<file path="src/rtl/pri_enc_if_sync.sv">
// pri_enc_if_sync: registered priority encoder, highest set bit of Y wins.
// Define PRI_ENC_IF_ONEHOT_EN to add the registered one-hot grant output G.
module pri_enc_if_sync #(
  parameter  int WIDTH = 4,
  localparam int AW    = $clog2(WIDTH)
) (
  input  logic             clk,
  input  logic             rst,
  input  logic             en,
  input  logic [WIDTH-1:0] Y,
  output logic [AW-1:0]    A,
`ifdef PRI_ENC_IF_ONEHOT_EN
  output logic             V,
  output logic [WIDTH-1:0] G
`else
  output logic             V
`endif
);

  logic [AW-1:0] w_idx;
  logic          w_any;
  logic [AW-1:0] r_a;
  logic          r_v;

  // Scan from the top bit down; the first set bit found wins.
  always_comb begin
    w_idx = '0;
    w_any = 1'b0;
    for (int i = WIDTH - 1; i >= 0; i--) begin
      if (!w_any && Y[i]) begin
        w_idx = AW'(i);
        w_any = 1'b1;
      end
    end
  end

  always_ff @(posedge clk or posedge rst) begin
    if (rst) begin
      r_a <= '0;
      r_v <= 1'b0;
    end else if (en) begin
      r_a <= w_idx;
      r_v <= w_any;
    end
  end

  assign A = r_a;
  assign V = r_v;

`ifdef PRI_ENC_IF_ONEHOT_EN
  logic [WIDTH-1:0] w_onehot;
  logic [WIDTH-1:0] r_g;

  always_comb begin
    w_onehot        = '0;
    w_onehot[w_idx] = w_any;
  end

  always_ff @(posedge clk or posedge rst) begin
    if (rst) begin
      r_g <= '0;
    end else if (en) begin
      r_g <= w_onehot;
    end
  end

  assign G = r_g;
`endif

endmodule

</file>
<file path="config.mk">
export PLATFORM = sky130hd
export DESIGN_NAME = pri_enc_if_sync
export DESIGN_NICKNAME = d
export VERILOG_FILES = /design/src/rtl/pri_enc_if_sync.sv
export SDC_FILE = /design/constraint.sdc
export NUM_CORES = 1
export LEC_CHECK = 0
export CAP_MARGIN = 15
export CORE_AREA = 5 5 42 44
export CTS_BUF_LIST = sky130_fd_sc_hd__clkbuf_4 sky130_fd_sc_hd__clkbuf_8 sky130_fd_sc_hd__clkbuf_16
export CTS_CLUSTER_SIZE = 28
export DETAILED_ROUTE_END_ITERATION = 8
export DIE_AREA = 0 0 47 49
export PLACE_DENSITY = 0.43
export SYNTH_ARGS = -nofsm -noshare
export SYNTH_HDL_FRONTEND = slang
export SYNTH_SLANG_ARGS = --single-unit
</file>
<file path="constraint.sdc">
create_clock -name clk -period 0.8 [get_ports clk]
set_clock_uncertainty 0.15 [all_clocks]
set_input_delay 0.16 -clock clk [delete_from_list [all_inputs] [get_ports clk]]
set_output_delay 0.16 -clock clk [all_outputs]
set_load 0.02 [all_outputs]
</file>
==> out/results.ini, run 1 <==
[outcome]
outcome = finished, violations left
violations = hold timing, setup timing

[drt]
via_count = 155
vias_per_cell = 3.37
drtAntennaViolNets = 0
drt-total-wl_um = 388
drtIter0Drc = 5
wl_per_cell_um = 8.43
drc_errors = 0
dr.pass1.iters = 4

[clocking]
insertion_delay_ns = 0.23
clkSinkCount = 3
clkTransAtPathRegs_ns = 0.04
clk_path_buf_depth = 2
numCtsBuffers = 3
cts_root_buffer = clkbuf_4
htreeDepth = 1
cts_tree = built

[timing]
max_slew_margin_pct = 84.5
setup_violations = 6
max_freq_mhz = 935
layout_min_cycle_time_ns = 1.07
fin_crit_sh_pct = 134
rsz0062_at_grt = true
finalHoldViolations = 3
worst_slack_ns = -0.269
slew_viol_final = 0
holdWs_ns = -0.0524
worst_slew_pin_slew_ns = 0.233

[critical_path]
arrival_ns = 0.76
path_buf_inv = 1
worst_path_dominant_cell_family = flip-flops
start_kind = register
path_cells = buf_6
worstSetupEndpointType = primary output
critical_path.max_fanout = 2
worstSetupPathType = register to primary output
cp.required_ns = 0.49
critPathSlowestCell = dfrtp_2
cpPeakStageDelay_ns = 0.40

[synthesis]
syn_nets = 21
postSynthAreaPerCell_um2 = 8.94
synth_area_leaders = dfrtp_1, nor2_1, a31oi_1
synth_top_area_share_pct = 60.0
netlist_area_um2 = 125
yosysWarnings = 0
ys_types = 6
ys_seq_elements = 3
synth_top_area_cell = dfrtp_1
seq_area_frac_synth_pct = 60.0
synthCells = 14

[cells_and_area]
fin_nets = 38
drive_gt1_share_pct = 53.3
instances_no_fill = 46
diodes = 0
area_growth_syn_to_layout_pct = 142
fin_util_pct = 21.6
n_fill_cell = 164

[placement]
gp_congestion = 0.770
io_buffers = 9
placed_cells = 39

[die]
ioPinCount = 10
placementRows = 14
dieArea_mm2 = 0.00230
fp.dieW_um = 47
core_area_mm2 = 0.00140
initial_core_util_pct = 8.93
die_y_um = 49

[global_routing]
overflow = 0
grt_util_all_layers_pct = 4.02
antenna_found_initial = 0
grt_max_degree = 7
grt_pass1_vias = 153
grt_pass1_wl_um = 558

[power]
p_per_area_mw_per_mm2 = 1900
p_leak_nw = 0.138
vdd_drop_max_mv = 0.312
p_total_uw = 575

[worst_hold_path]
worstHoldPathType = input port to asynchronous set/reset pin

[run]
maxCapViolCount = 0

-- layout make-up --
class                      count  area [um^2]  share of cell area (%)
timing repair buffer          12          111                    36.8
sequential                     3         78.8                    26.0
multi-input combinational      9         55.1                    18.2
clock buffer                   4         30.0                    9.92
tap                           16         20.0                    6.61
inverter                       2         7.51                    2.48
-- metrics by stage --
step                      TNS, ns  area [um^2]  setup slack [ns]  hold slack [ns]
after floorplan            -0.103          129           -0.0367           -0.236
after global placement      -2.35          239            -0.443            0.190
after detailed placement    -2.41          239            -0.447            0.185
after CTS                  -0.887          275            -0.283          -0.0566
after global routing        -1.31          303            -0.288          -0.0320
final                       -1.17          303            -0.269          -0.0524
-- sequential cells by signal, indices dropped and copies added (netlist names) --
| name | count |
|---|---|
| A | 2 |
| V | 1 |
-- cell usage in the layout (no fill, tap or decap) --
cell	netlist	routed
nor2_1	5	3
nand2b_4	0	1
dlygate4sd2_1	0	4
inv_1	2	2
buf_4	0	3
buf_6	0	3
dfrtp_2	0	3
clkdlybuf4s50_1	0	2
nor2_2	0	2
a31oi_1	2	2
clkbuf_4	0	4
a21oi_1	1	1
-- per-layer routing --
layer | routed length [um] | up-vias | track usage [%]
li1 | - | 78 | -
met1 | 171 | 63 | 4.20
met2 | 121 | 14 | 3.85
met3 | 96 | 0 | 3.32
met4 | 0 | 0 | 5.53
met5 | 0 | - | 0
-- worst paths after layout --
check / from / end / slack (ns) / cells after the start
max: A[0] / A[0] / -0.27 / 1
min: rst / A[1] / -0.05 / 2
max reg2reg: A[1] / A[1] / -0.13 / 3
min reg2reg: A[1] / A[1] / 0.49 / 3
max in group asynchronous: rst / V / 0.41 / 2
min in group clk: Y[3] / A[0] / 0.19 / 3
-- cells in the mapped netlist --
cell type,n
a21oi_1,1
a31oi_1,2
dfrtp_1,3
inv_1,2
nand2b_1,1
nor2_1,5
-- where the power goes --
group	total, mW	switching [mW]	internal, mW	leakage, nW
logic	0.107	0.0444	0.0622	0.0915
registers	0.173	0.00761	0.165	0.0282
clock network	0.296	0.0751	0.220	0.0184
-- cells by family after synthesis --
kind of cell | Yosys count | share of synthesized area, %
DFF | 3 | 60.0
buffers and inverters | 2 | 6.00
and+or+nand+nor | 6 | 20.0
AOI/OAI and AO/OA | 3 | 14.0
-- timing repair --
action                                  CTS  global route
pin swaps                                 2             1
gates resized for setup                  23             2
buffers inserted                          0             3
endpoints found under the setup margin    6             6
endpoints found under the hold margin     3             3
cloned                                    0             0
Power figures use the tool's default switching activity.
==> run 2, diff against run 1 <==
--- a/config.mk
+++ b/config.mk
@@ -5,13 +5,15 @@
 export SDC_FILE = /design/constraint.sdc
 export NUM_CORES = 1
 export LEC_CHECK = 0
+export ABC_AREA = 1
 export CAP_MARGIN = 15
 export CORE_AREA = 5 5 42 44
 export CTS_BUF_LIST = sky130_fd_sc_hd__clkbuf_4 sky130_fd_sc_hd__clkbuf_8 sky130_fd_sc_hd__clkbuf_16
 export CTS_CLUSTER_SIZE = 28
 export DETAILED_ROUTE_END_ITERATION = 8
 export DIE_AREA = 0 0 47 49
-export PLACE_DENSITY = 0.43
+export GPL_ROUTABILITY_DRIVEN = 0
+export PLACE_DENSITY = 0.34
 export SYNTH_ARGS = -nofsm -noshare
 export SYNTH_HDL_FRONTEND = slang
 export SYNTH_SLANG_ARGS = --single-unit
==> out/results.ini, run 2 <==
[outcome]
outcome = finished, violations left
violations = hold timing, setup timing

[clocking]
cts_tree = built
numCtsBuffers = 3  ; unchanged
clkSinkCount = 3  ; unchanged
clk_path_buf_depth = 2  ; unchanged
cts_root_buffer = clkbuf_4
htreeDepth = 1  ; unchanged
clkTransAtPathRegs_ns = 0.04  ; about the same
insertion_delay_ns = 0.23  ; about the same

[global_routing]
grt_pass1_wl_um = 641  ; +15%
grt_max_degree = 5  ; -2
overflow = 0  ; unchanged
antenna_found_initial = 0  ; unchanged
grt_pass1_vias = 175  ; +14%
grt_util_all_layers_pct = 3.80  ; -0.22 points

[critical_path]
critical_path.max_fanout = 2  ; unchanged
start_kind = register
rr_startpoint = A[0]
r2r.worst_path.cells = 3  ; unchanged
path_buf_inv = 1  ; unchanged
reg2reg_slack_ns = -0.11  ; +0.02 ns
path_depth = 1  ; unchanged
worstSetupEndpointType = primary output
cp.required_ns = 0.49  ; about the same
arrival_ns = 0.77  ; about the same
critPathSlowestCell = dfrtp_2
path_cells = buf_6
crit_start = A[0]
worst_path_dominant_cell_family = flip-flops
cpPeakStageDelay_ns = 0.40  ; about the same
worstSetupPathType = register to primary output

[power]
p_total_uw = 596  ; +3.7%
vdd_drop_max_mv = 0.722  ; +130%
p_per_area_mw_per_mm2 = 1940  ; +2.4%
p_leak_nw = 0.148  ; +7.5%

[timing]
holdWs_ns = -0.0545  ; -0.00208 ns
worst_slack_ns = -0.277  ; -0.00784 ns
final.setup.tns_ns = -0.990  ; +0.183 ns
setup_violations = 5  ; -1
layout_min_cycle_time_ns = 1.08  ; +0.00784 ns
fin_crit_sh_pct = 135  ; +0.98 points
max_slew_margin_pct = 87.9  ; +3.4 points
rsz0062_at_grt = true
slew_viol_final = 0  ; unchanged
max_freq_mhz = 928  ; -0.73%
finalHoldViolations = 3  ; unchanged
worst_slew_pin_slew_ns = 0.182  ; -0.0507 ns

[cells_and_area]
drive_gt1_share_pct = 48.5  ; -4.8 points
area_growth_syn_to_layout_pct = 125
largest_register_ffs = 2  ; unchanged
fin_nets = 41  ; +7.9%
n_fill_cell = 167  ; +1.8%
layout_common_cells = nand2_1, dlygate4sd2_1, clkbuf_4, buf_6, dfrtp_2
diodes = 0  ; unchanged
fin_util_pct = 21.9  ; +0.27 points

[synthesis]
synth-edff-count = 0  ; unchanged
ys_seq_elements = 3  ; unchanged
synth_top_area_cell = dfrtp_1
yosysWarnings = 0  ; unchanged
synth_top_area_share_pct = 55.0  ; -5.0 points
synthCells = 18  ; +4
synth_area_leaders = dfrtp_1, nand2_1, nor2_1
synthArstFlopShare_pct = 100  ; unchanged
netlist_area_um2 = 136  ; +9.0%
syn_nets = 25  ; +19%
synth_commonest_cells = nand2_1, dfrtp_1, nor2_1, inv_1
seq_area_frac_synth_pct = 55.0  ; -5.0 points
synth-main-ff-cell = dfrtp_1
ys_types = 8  ; +2
postSynthAreaPerCell_um2 = 7.58  ; -15%
synth.most_common_cell = nand2_1

[die]
core_area_mm2 = 0.00140  ; unchanged
dieArea_mm2 = 0.00230  ; unchanged
fp.dieW_um = 47  ; unchanged
die_y_um = 49  ; unchanged
placementRows = 14  ; unchanged
initial_core_util_pct = 9.73  ; +0.80 points
ioPinCount = 10  ; unchanged

[drt]
drtAntennaViolNets = 0  ; unchanged
drc_errors = 0  ; unchanged
wl_per_cell_um = 6.94  ; -18%
drtIter0Drc = 0  ; -5
dr.pass1.iters = 1  ; -3
vias_per_cell = 3.10  ; -7.9%
via_count = 152  ; -1.9%
drt-total-wl_um = 340  ; -12%

[run]
maxCapViolCount = 0  ; unchanged

[worst_hold_path]
worstHoldPathType = input port to asynchronous set/reset pin

[placement]
io_buffers = 9  ; unchanged

-- run 2: changes by cell type after synthesis, sizes merged --
cell / change
a31oi: -2
inv: +1
nand2: +6
nand2b: -1
nor2: -1
o21ai: +1
-- run 2: final timing paths --
check,to
worst max register to register,A[0]
min in group clk,A[0]
worst min register to register,A[1]
worst max-delay path,A[0]
worst min-delay path,A[0]
max in group asynchronous,V
-- run 2: cell type report --
| cell class | count | area, um^2 | area share [%] |
|---|---|---|---|
| Clock buffer | 4 | 30.0 | 9.80 |
| Inverter | 3 | 11.3 | 3.67 |
| Multi-Input combinational cell | 12 | 60.1 | 19.6 |
| Sequential cell | 3 | 78.8 | 25.7 |
| Tap cell | 16 | 20.0 | 6.53 |
| Timing Repair Buffer | 11 | 106 | 34.7 |
-- run 2: cells by family (layout without fill, tap and decap cells) --
kind of cell / count (synthesis) / count (layout) / share of synthesized area (%)
buffers and inverters: 3 / 18 / 8.26
DFF: 3 / 3 / 55.0
AOI/OAI and AO/OA: 2 / 2 / 7.33
and+or+nand+nor: 10 / 10 / 29.4
-- run 2: layer usage --
metal	track usage, %	vias to the layer above	wire, um
li1	-	83	-
met1	4.84	62	163
met4	2.76	0	0
met3	1.85	0	36
met2	4.75	7	139
met5	0	-	0
-- run 2: repair_timing --
item                                    in CTS  in global routing
resized for setup                           25                  3
pin swaps                                    4                  1
hold endpoints to repair                     3                  3
endpoints found under the setup margin       6                  5
buffers inserted                             1                  2
-- run 2: report_power, final --
part           internal, mW  switching (mW)
logic                0.0669          0.0528
registers             0.169          0.0107
clock network         0.221          0.0766
-- run 2: stage by stage --
stage | std cells | setup slack [ns] | instance area [um^2] | hold slack (ns)
floorplan | 18 | -0.0305 | 140 | -0.236
global route | 49 | -0.300 | 307 | -0.0308
finish | 49 | -0.277 | 307 | -0.0545
CTS | 48 | -0.286 | 292 | -0.0567
detailed placement | 43 | -0.446 | 250 | 0.192
global placement | 43 | -0.450 | 250 | 0.194
==> run 3, diff against run 2 <==
--- a/config.mk
+++ b/config.mk
@@ -9,7 +9,7 @@
 export CAP_MARGIN = 15
 export CORE_AREA = 5 5 42 44
 export CTS_BUF_LIST = sky130_fd_sc_hd__clkbuf_4 sky130_fd_sc_hd__clkbuf_8 sky130_fd_sc_hd__clkbuf_16
-export CTS_CLUSTER_SIZE = 28
+export CTS_CLUSTER_SIZE = 12
 export DETAILED_ROUTE_END_ITERATION = 8
 export DIE_AREA = 0 0 47 49
 export GPL_ROUTABILITY_DRIVEN = 0
==> results of run 3 <==
Final layout, timing and power as in run 2 (identical DEF).
==> variant: new RTL, config.mk and constraints of run 3 <==
The option `PRI_ENC_IF_ONEHOT_EN` is turned on by a define.
--- a/src/rtl/pri_enc_if_sync.sv
+++ b/src/rtl/pri_enc_if_sync.sv
@@ -1,5 +1,7 @@
 // pri_enc_if_sync: registered priority encoder, highest set bit of Y wins.
 // Define PRI_ENC_IF_ONEHOT_EN to add the registered one-hot grant output G.
+`define PRI_ENC_IF_ONEHOT_EN
+
 module pri_enc_if_sync #(
   parameter  int WIDTH = 4,
   localparam int AW    = $clog2(WIDTH)
Check against the original RTL (old outputs only; new: G): equivalent (Yosys induction, for registers that start in step).
==> variant against run 3 <==
The run ends with negative setup slack left. Total power grew 65%. Design area grew 77%. Global-route usage grew 4.3 points. Setup slack lost 0.028 ns. Routed wire length grew 120%. Sequential cell count grew 4. Area after synthesis grew 110%.
==> variant: results (changes against run 3) <==
Status
  – Status: finished, violations left
  – Failing checks: negative setup slack

Global route
  – Met2 Use GR: 10.4% (+5.7 points)
  – Met1 Usage GRT: 9.58% (+4.7 points)
  – Vias in the first global route: 283 (+62%)
  – GR Util All Layers: 8.06% (+4.3 points)
  – M3 GR Usage: 2.58% (+0.74 points)
  – First-pass GRT wire length: 1.22 mm (+90%)
  – Initial antenna violation count: 0 (unchanged)
  – Largest net degree at the start of global routing: 8 (+3)

Placement
  – Buffers added on ports: 13 (+4)
  – Detailed-placement wirelength estimate: 614 um
  – Pre-CTS setup slack: -0.456 ns (-0.00990 ns)
  – Placed insts: 66 (+53%)

Routing
  – DR WL met2: 355 um (+160%)
  – Per-cell routed wire length: 10.4 um (+51%)
  – Post-Route WL: 752 um (+120%)
  – Via count: 295 (+94%)
  – DR top layer: met4
  – Drt pass-1 iters: 4 (+3)
  – WL met3: 67 um (+86%)
  – Metal1 wirelength: 299 um (+83%)
  – First DRT Iteration DRCs: 2 (+2)

STA
  – Worst setup margin: -0.305 ns (-0.0281 ns)
  – Final setup fails: 8 (+3)
  – Worst slew margin: 89.9% (+2.1 points)

Synth
  – Async S/R FF share, synth: 100% (unchanged)
  – Top FF cell, synth: dfrtp_1
  – Synth area leaders: dfrtp_1, nand2_1, inv_1
  – Syn nets: 41 (+64%)
  – Top cells by count, synth: nand2_1, dfrtp_1, inv_1
  – Sequential area share after synthesis: 61.4% (+6.4 points)
  – Yosys warns: 0 (unchanged)
  – Avg Inst Size Synth: 8.39 um^2 (+11%)

Finish
  – Share of layout cells above drive strength 1: 50.0% (+1.5 points)
  – Filler Cell Count: 159 (-4.8%)
  – Max FFs per register: 4 (+2)
  – N_diodes: 0 (unchanged)
  – # nets final: 64 (+56%)

CTS
  – Clock Pin Slew Worst Setup and Hold Paths: 0.06 ns (+0.02 ns)
  – Clock buffer depth: 2 (unchanged)
  – Htree depth: 1 (unchanged)
  – Clk Tree Root Cell: clkbuf_4
  – Clock latency on the worst-skew pair: 0.25 ns (+0.02 ns)

Hold path
  – Type of the most critical hold path: primary input to flip-flop
  – Min-delay src: Y[2]

Power and ir drop
  – Sw Ratio: 26.5% (+3.0 points)
  – Static Leak: 0.276 nW (+86%)
  – VDD IR max: 0.776 mV (+7.5%)

Critical path
  – Slowest CP cell: dfrtp_2
  – Crit path max-delay family: flip-flops
  – Max FO, Critical Path: 2 (unchanged)
  – Critical Path AT: 0.80 ns (+0.03 ns)
  – Startpoint types: flip-flop
  – Max incr delay on CP: 0.41 ns
  – Worst R2R Start: A[0]$_DFFE_PP0P_
variant: cell families (layout without fill, tap and decap cells):
group / count (synthesis) / in the layout / synth area share (%)
AO/OA/AOI/OAI: 4 / 4 / 7.01
AND/OR/NAND/NOR: 16 / 16 / 22.4
flip-flops: 7 / 7 / 61.4
buffers and inverters: 7 / 29 / 9.21
variant: power by group through the flow:
stage	logic, mW	clock network, mW	registers (mW)
6_report	0.212	0.368	0.404
5_1_grt	0.233	0.398	0.407
4_1_cts	0.198	0.380	0.404
3_5_place_dp	0.196	0	0.405
3_3_place_gp	0.194	0	0.403
2_1_floorplan	0.0409	0	0.439
variant: final cells by class:
class | instances | area share, %
Clock buffer | 4 | 5.54
Inverter | 7 | 4.85
Multi-Input combinational cell | 20 | 18.0
Sequential cell | 7 | 33.9
Tap cell | 16 | 3.70
Timing Repair Buffer | 18 | 33.9
variant: repair_timing:
action | in CTS | in global routing
setup endpoints to repair | 14 | 12
resized for setup | 49 | 7
setup buffers | 1 | 1
pin swaps | 1 | 4
variant: metrics by stage:
stage / TNS (ns) / instance area (um^2) / total power, mW
CTS: -2.16 / 522 / 0.982
floorplan: -0.0944 / 294 / 0.480
global placement: -6.13 / 479 / 0.597
finish: -2.21 / 542 / 0.984
global route: -2.46 / 542 / 1.04
detailed placement: -6.13 / 479 / 0.600
variant: path summary, 6_finish.rpt:
path                                          to  depth (start not counted)  slack (ns)
worst min-delay path            G[2]$_DFFE_PP0P_                          3        0.03
worst max register to register  A[0]$_DFFE_PP0P_                          3       -0.11
max in group asynchronous       G[3]$_DFFE_PP0P_                          3        0.34
min in group asynchronous       A[1]$_DFFE_PP0P_                          3        0.05
worst min register to register  G[0]$_DFFE_PP0P_                          2        0.33
worst max-delay path                        A[0]                          1       -0.31
